===== src/rtl/fpmul_pipe.sv =====
// fpmul_pipe: fully pipelined floating-point multiplier with valid/tag sideband,
// pipeline clock-enable, round-to-nearest-even and special-value handling.
// Latency is MUL_STAGES+2 enabled cycles; one operation accepted per enabled cycle.
module fpmul_pipe #(
    parameter int EXP_W      = 8,
    parameter int MAN_W      = 23,
    parameter int MUL_STAGES = 1,
    parameter int TAG_W      = 4,
    localparam int W         = 1 + EXP_W + MAN_W
) (
    input  logic             clk,
    input  logic             rst,
    input  logic             ce,
    input  logic             in_valid,
    input  logic [W-1:0]     a,
    input  logic [W-1:0]     b,
    input  logic [TAG_W-1:0] in_tag,
    output logic             out_valid,
    output logic [W-1:0]     res,
    output logic [TAG_W-1:0] out_tag,
    output logic             out_ovf,
    output logic             out_unf,
    output logic             out_inv
);

    // Exponent carried signed with two guard bits so overflow/underflow never wraps.
    localparam int EW = EXP_W + 2;
    localparam int SW = MAN_W + 1;
    localparam int PW = 2 * SW;
    localparam logic [EW-1:0] BIAS = EW'((1 << (EXP_W - 1)) - 1);
    localparam logic [EW-1:0] EMAX = EW'((1 << EXP_W) - 1);
    localparam logic [EW-1:0] EONE = EW'(1);
    localparam logic [W-1:0]  QNAN = {1'b0, {EXP_W{1'b1}}, 1'b1, {(MAN_W-1){1'b0}}};

    typedef struct packed {
        logic             valid;
        logic [TAG_W-1:0] tag;
        logic             sign;
        logic [EW-1:0]    exp;
        logic             inv;
        logic             inf;
        logic             zero;
    } side_t;

    typedef struct packed {
        logic             valid;
        logic [TAG_W-1:0] tag;
        logic             sign;
        logic [EW-1:0]    exp;
        logic [MAN_W-1:0] man;
        logic             inv;
        logic             inf;
        logic             zero;
    } nrm_t;

    logic [EXP_W-1:0] ea, eb;
    logic [MAN_W-1:0] ma, mb;
    logic             za, zb, ia, ib, na, nb;
    side_t            side_d;
    logic [PW-1:0]    prod_d;
    side_t            side_q [MUL_STAGES];
    logic [PW-1:0]    prod_q [MUL_STAGES];

    side_t            sd;
    logic [PW-1:0]    p;
    logic [MAN_W-1:0] man;
    logic             guard, sticky, inc;
    logic [EW-1:0]    exp_n;
    logic [MAN_W:0]   rnd;
    nrm_t             nrm_d, nrm_q;

    logic             valid_d, ovf_d, unf_d, inv_d;
    logic [W-1:0]     res_d;
    logic [TAG_W-1:0] tag_d;
    logic             valid_q, ovf_q, unf_q, inv_q;
    logic [W-1:0]     res_q;
    logic [TAG_W-1:0] tag_q;

    // Stage 0: operand decode, sign and biased exponent sum, significand product
    always_comb begin
        ea = a[W-2 -: EXP_W];
        eb = b[W-2 -: EXP_W];
        ma = a[MAN_W-1:0];
        mb = b[MAN_W-1:0];
        za = (ea == '0);
        zb = (eb == '0);
        ia = (&ea) && (ma == '0);
        ib = (&eb) && (mb == '0);
        na = (&ea) && (ma != '0);
        nb = (&eb) && (mb != '0);
        side_d.valid = in_valid;
        side_d.tag   = in_tag;
        side_d.sign  = a[W-1] ^ b[W-1];
        side_d.exp   = {2'b00, ea} + {2'b00, eb} - BIAS;
        side_d.inv   = na | nb | (ia & zb) | (ib & za);
        side_d.inf   = ia | ib;
        side_d.zero  = za | zb;
        prod_d = PW'({1'b1, ma}) * PW'({1'b1, mb});
    end

    // Multiplier pipeline with the decoded sideband travelling alongside
    always_ff @(posedge clk) begin
        if (!rst) begin
            for (int k = 0; k < MUL_STAGES; k++) begin
                side_q[k] <= '0;
                prod_q[k] <= '0;
            end
        end else if (ce) begin
            side_q[0] <= side_d;
            prod_q[0] <= prod_d;
            for (int k = 1; k < MUL_STAGES; k++) begin
                side_q[k] <= side_q[k-1];
                prod_q[k] <= prod_q[k-1];
            end
        end
    end

    // Normalise by at most one position, then round to nearest even
    always_comb begin
        p      = prod_q[MUL_STAGES-1];
        sd     = side_q[MUL_STAGES-1];
        man    = p[PW-3 -: MAN_W];
        guard  = p[MAN_W-1];
        sticky = |p[MAN_W-2:0];
        exp_n  = sd.exp;
        if (p[PW-1]) begin
            man    = p[PW-2 -: MAN_W];
            guard  = p[MAN_W];
            sticky = |p[MAN_W-1:0];
            exp_n  = sd.exp + EONE;
        end
        inc = guard & (sticky | man[0]);
        rnd = {1'b0, man} + {{MAN_W{1'b0}}, inc};
        nrm_d.valid = sd.valid;
        nrm_d.tag   = sd.tag;
        nrm_d.sign  = sd.sign;
        // A rounding carry leaves the mantissa bits at zero, so only the exponent moves.
        nrm_d.exp   = exp_n + (rnd[MAN_W] ? EONE : '0);
        nrm_d.man   = rnd[MAN_W-1:0];
        nrm_d.inv   = sd.inv;
        nrm_d.inf   = sd.inf;
        nrm_d.zero  = sd.zero;
    end

    // Normalise/round stage register
    always_ff @(posedge clk) begin
        if (!rst) begin
            nrm_q <= '0;
        end else if (ce) begin
            nrm_q <= nrm_d;
        end
    end

    // Result classification; bubbles pack to all-zero so idle outputs stay deterministic
    always_comb begin
        valid_d = nrm_q.valid;
        tag_d   = '0;
        res_d   = '0;
        ovf_d   = 1'b0;
        unf_d   = 1'b0;
        inv_d   = 1'b0;
        if (nrm_q.valid) begin
            tag_d = nrm_q.tag;
            if (nrm_q.inv) begin
                res_d = QNAN;
                inv_d = 1'b1;
            end else if (nrm_q.inf) begin
                res_d = {nrm_q.sign, {EXP_W{1'b1}}, {MAN_W{1'b0}}};
            end else if (nrm_q.zero) begin
                res_d = {nrm_q.sign, {(W-1){1'b0}}};
            end else if ($signed(nrm_q.exp) >= $signed(EMAX)) begin
                res_d = {nrm_q.sign, {EXP_W{1'b1}}, {MAN_W{1'b0}}};
                ovf_d = 1'b1;
            end else if ($signed(nrm_q.exp) < $signed(EONE)) begin
                res_d = {nrm_q.sign, {(W-1){1'b0}}};
                unf_d = 1'b1;
            end else begin
                res_d = {nrm_q.sign, nrm_q.exp[EXP_W-1:0], nrm_q.man};
            end
        end
    end

    // Output pack register
    always_ff @(posedge clk) begin
        if (!rst) begin
            valid_q <= 1'b0;
            res_q   <= '0;
            tag_q   <= '0;
            ovf_q   <= 1'b0;
            unf_q   <= 1'b0;
            inv_q   <= 1'b0;
        end else if (ce) begin
            valid_q <= valid_d;
            res_q   <= res_d;
            tag_q   <= tag_d;
            ovf_q   <= ovf_d;
            unf_q   <= unf_d;
            inv_q   <= inv_d;
        end
    end

    assign out_valid = valid_q;
    assign res       = res_q;
    assign out_tag   = tag_q;
    assign out_ovf   = ovf_q;
    assign out_unf   = unf_q;
    assign out_inv   = inv_q;

endmodule


===== config.mk =====
export PLATFORM = sky130hd
export DESIGN_NAME = fpmul_pipe
export DESIGN_NICKNAME = d
export VERILOG_FILES = /design/src/rtl/fpmul_pipe.sv
export SDC_FILE = /design/constraint.sdc
export NUM_CORES = 2
export LEC_CHECK = 0
export CORE_MARGIN = 1
export CORE_UTILIZATION = 39
export CTS_CLUSTER_SIZE = 12
export DETAILED_ROUTE_END_ITERATION = 8
export GPL_TIMING_DRIVEN = 0
export MAX_ROUTING_LAYER = met4
export SYNTH_ARGS = -nofsm -noshare
export SYNTH_HDL_FRONTEND = slang
export SYNTH_SLANG_ARGS = --single-unit

===== constraint.sdc =====
create_clock -name clk -period 9.1 [get_ports clk]
set_input_delay 0.91 -clock clk [delete_from_list [all_inputs] [get_ports clk]]
set_output_delay 0.91 -clock clk [all_outputs]
set_load 0.05 [all_outputs]

==> metrics.json <==
{
  "outcome": {"value": "finished, violations left"},
  "violated_checks": {"value": "DRC"},
  "synth_area_per_cell": {"value": 9.13, "unit": "sq um"},
  "grt_overflow_total": {"value": 0},
  "synthFlopType": {"value": "dfxtp_1"},
  "wl": {"value": 80900, "unit": "microns"},
  "post_drt_wl_per_cell": {"value": 20.9, "unit": "microns"},
  "final.min_clock_period": {"value": 8850, "unit": "ps"},
  "crit_path_frequent_cell": {"value": "fa_1"},
  "placementRows": {"value": 94},
  "remaining_drc_errors": {"value": 28},
  "setup_viol_count_final": {"value": 0},
  "buffer_ports.inserted": {"value": 110},
  "layoutNonFillerInstCount": {"value": 3865},
  "cap_violations": {"value": 0},
  "grt_antenna_before_repair": {"value": 1},
  "initial_utilization": {"value": 0.395},
  "synth_edf_count": {"value": 67},
  "gr-usage-all-layers": {"value": 0.255},
  "viasPerCell": {"value": 5.11},
  "grt_first_pass_wirelength": {"value": 124000, "unit": "microns"},
  "postSynthRegisterBits": {"value": 149},
  "netlist_top_cells_area": {"value": "fa_1 (37%), ha_1 (9.2%), inv_1 (8.5%)"},
  "tritoncts": {"value": "yes"},
  "width_of_the_die": {"value": 261, "unit": "microns"},
  "die_h": {"value": 261, "unit": "microns"},
  "cts-htree-levels": {"value": 4},
  "gpl.final_weighted_congestion": {"value": 1.03},
  "ys_warnings": {"value": 0},
  "clock_tree.root_cell": {"value": "clkbuf_16"},
  "finish.utilization": {"value": 0.439},
  "dr_total_vias": {"value": 19700},
  "report.final.hold_viol_count": {"value": 0},
  "number_of_detailed_routing_iterations_run_before_antenna_repair": {"value": 7},
  "synth_cell_types": {"value": 70},
  "cts_inserted_buffers": {"value": 17},
  "drt_antenna_net_count": {"value": 0},
  "seq_area_frac_synth": {"value": 0.140},
  "final-max-slew-violation-count": {"value": 0},
  "die_area": {"value": 67900, "unit": "sq um"},
  "core_area": {"value": 66000, "unit": "sq um"},
  "io_pins": {"value": 112},
  "finalInstanceArea": {"value": 28900, "unit": "sq um"},
  "syn_inst": {"value": 2856},
  "achievable-frequency": {"value": 113, "unit": "MHz"},
  "worstPathRequired": {"value": 9310, "unit": "ps"},
  "grt_max_degree": {"value": 37},
  "clkSlewWorstSetupHoldPaths": {"value": 70, "unit": "ps"},
  "cpPeakStageDelay": {"value": 630, "unit": "ps"},
  "syn-cell-area": {"value": 26100, "unit": "sq um"},
  "finalCritPeriodShare": {"value": 0.973},
  "dp_cells": {"value": 3831},
  "cts_setup_buffers": {"value": 0},
  "first_global_vias": {"value": 20300},
  "timing.max_slew.rel_slack": {"value": 0.338},
  "area_growth": {"value": 10.9, "unit": "%"},
  "cts.sink_count": {"value": 149},
  "worst_slew_pin_slew": {"value": 993, "unit": "ps"},
  "classification_of_the_worst_slack_hold_path": {"value": "reg2reg"},
  "worst_ep_arrival_time": {"value": 9060, "unit": "ps"},
  "ys_async_sr_fraction": {"value": 0},
  "timing.setup.critical_path_class": {"value": "in2reg"},
  "dr.first_iter.drc_count": {"value": 1367},
  "dpl_cell_area": {"value": 28300, "unit": "sq um"},
  "type_of_destination_of_the_critical_path": {"value": "flop"},
  "drive_above_1_share": {"value": 0.0233},
  "postSynthNetCount": {"value": 3603},
  "timing.critical_path.fanout_max": {"value": 10},
  "setup_repair_after_global_routing_missed_its_margin": {"value": "true"},
  "cts.path.max_buffers": {"value": 2},
  "worst_setup_path_start_kind": {"value": "input pin"},
  "netlist.area_leader.share": {"value": 0.371},
  "insertion_delay": {"value": 430, "unit": "ps"},
  "detailedPlacementHpwl": {"value": 66300, "unit": "microns"},
  "finalNetCount": {"value": 3733},
  "critPathSlowestCell": {"value": "clkbuf_1"},
  "synth_top_cell_by_area": {"value": "fa_1"},
  "clock-skew-final": {"value": 8.82, "unit": "ps"}
}
-- sequential cells by signal, summed over array words and instances, names as in the netlist --
signal     count
out_inv        1
prod_q        48
nrm_q         41
side_q        19
valid_d        1
out_valid      1
res           32
out_ovf        1
out_tag        4
out_unf        1
-- cells in the final DEF, fill, tap and decap left out, types with 10 or more instances in the layout --
cell type	netlist	routed
dfxtp_1	82	82
nor4_1	20	20
ha_1	192	192
o21a_1	14	14
inv_1	589	588
clkbuf_1	122	109
nand4_1	27	27
a21o_1	20	20
clkbuf_16	0	19
nor2_1	114	114
a21oi_1	63	63
clkdlybuf4s50_1	0	109
xor2_1	34	34
nor2b_1	47	47
nand2_1	330	330
a22o_1	35	35
edfxtp_1	67	67
xnor2_1	42	42
nand2b_1	13	13
nor3_1	26	26
fa_1	483	483
o21ai_0	39	39
mux2i_1	59	59
and2_1	259	259
clkbuf_2	0	14
a31oi_1	10	10
o21bai_1	10	10
nand3_1	28	28
and3_1	22	22
-- synthesized netlist by cell type, types with 4 or more instances --
library cell / instances
a211oi_1: 5
a21boi_0: 9
a21o_1: 20
a21oi_1: 63
a22o_1: 35
a31oi_1: 10
and2_1: 259
and3_1: 22
buf_1: 7
buf_6: 4
clkbuf_1: 122
dfxtp_1: 82
edfxtp_1: 67
fa_1: 483
ha_1: 192
inv_1: 589
mux2_2: 4
mux2i_1: 59
nand2_1: 330
nand2b_1: 13
nand3_1: 28
nand4_1: 27
nor2_1: 114
nor2b_1: 47
nor3_1: 26
nor3b_1: 9
nor4_1: 20
o211ai_1: 6
o21a_1: 14
o21ai_0: 39
o21bai_1: 10
or3_1: 6
xnor2_1: 42
xor2_1: 34
-- worst max-delay path, delay by kind of cell --
kind                     cells  cell delay [ps]
AO/OA/AOI/OAI                5             1250
adder cells (fa/ha/maj)      8             3560
buffers and inverters        8             2160
AND/OR/NAND/NOR              4             1150
-- layer usage --
metal / wire [microns] / global-route usage / vias to the layer above
li1: - / - / 9039
met1: 35100 / 0.336 / 9723
met2: 35700 / 0.390 / 811
met3: 6640 / 0.0461 / 162
met5: 0 / - / -
met4: 3530 / 0.0931 / 0
-- cells by family (layout without fill, tap and decap cells) --
kind of cell,count (synthesis),count (layout),synth area share
XOR/XNOR,76,76,0.0255
multiplexers,63,63,0.0244
flip-flops,149,149,0.140
AO/OA/AOI/OAI,244,244,0.0632
AND/OR/NAND/NOR,921,921,0.178
buffers and inverters,728,871,0.106
adder cells (fa/ha/maj),675,675,0.463
other,0,2,0
-- path summary, 6_finish.rpt --
check / start / endpoint / slack [ps] / depth (start not counted)
worst max-delay path: a[6] / prod_q[0][36]$_SDFFCE_PN0P_ / 250 / 25
worst min-delay path: out_valid$_SDFFE_PN0P_ / out_valid$_SDFFE_PN0P_ / 450 / 1
worst max register to register: prod_q[0][47]$_SDFFCE_PN0P_ / nrm_q[25]$_SDFFE_PN0P_ / 4940 / 15
worst min register to register: out_valid$_SDFFE_PN0P_ / out_valid$_SDFFE_PN0P_ / 450 / 1
-- final cells by class --
class / count / area (sq um)
Fill cell: 6552 / 37000
Multi-Input combinational cell: 1979 / 19700
Sequential cell: 149 / 3650
Inverter: 592 / 2230
Timing Repair Buffer: 111 / 1120
Tap cell: 864 / 1080
Buffer: 136 / 573
Clock buffer: 20 / 489
Clock inverter: 12 / 125
Antenna cell: 2 / 5.00
-- metrics by stage --
| stage | hold WS (ps) | setup TNS, ps | worst slack [ps] |
|---|---|---|---|
| 6_report | 452 | 0 | 245 |
| 5_1_grt | 470 | -5.40 | -5.40 |
| 3_3_place_gp | 434 | -2820 | -378 |
| 2_1_floorplan | 426 | 0 | 1950 |
| 3_5_place_dp | 439 | -3610 | -472 |
| 4_1_cts | 456 | 0 | 33.7 |
-- what timing repair did --
| item | 4_1_cts | 5_1_grt |
|---|---|---|
| cloned | 0 | 0 |
| hold buffers | 0 | 0 |
| gates resized for setup | 1 | 34 |
| endpoints found under the setup margin | 2 | 7 |
Power is not shown: default switching activity piles up to over one toggle a cycle in this logic, so the estimate is an artifact.
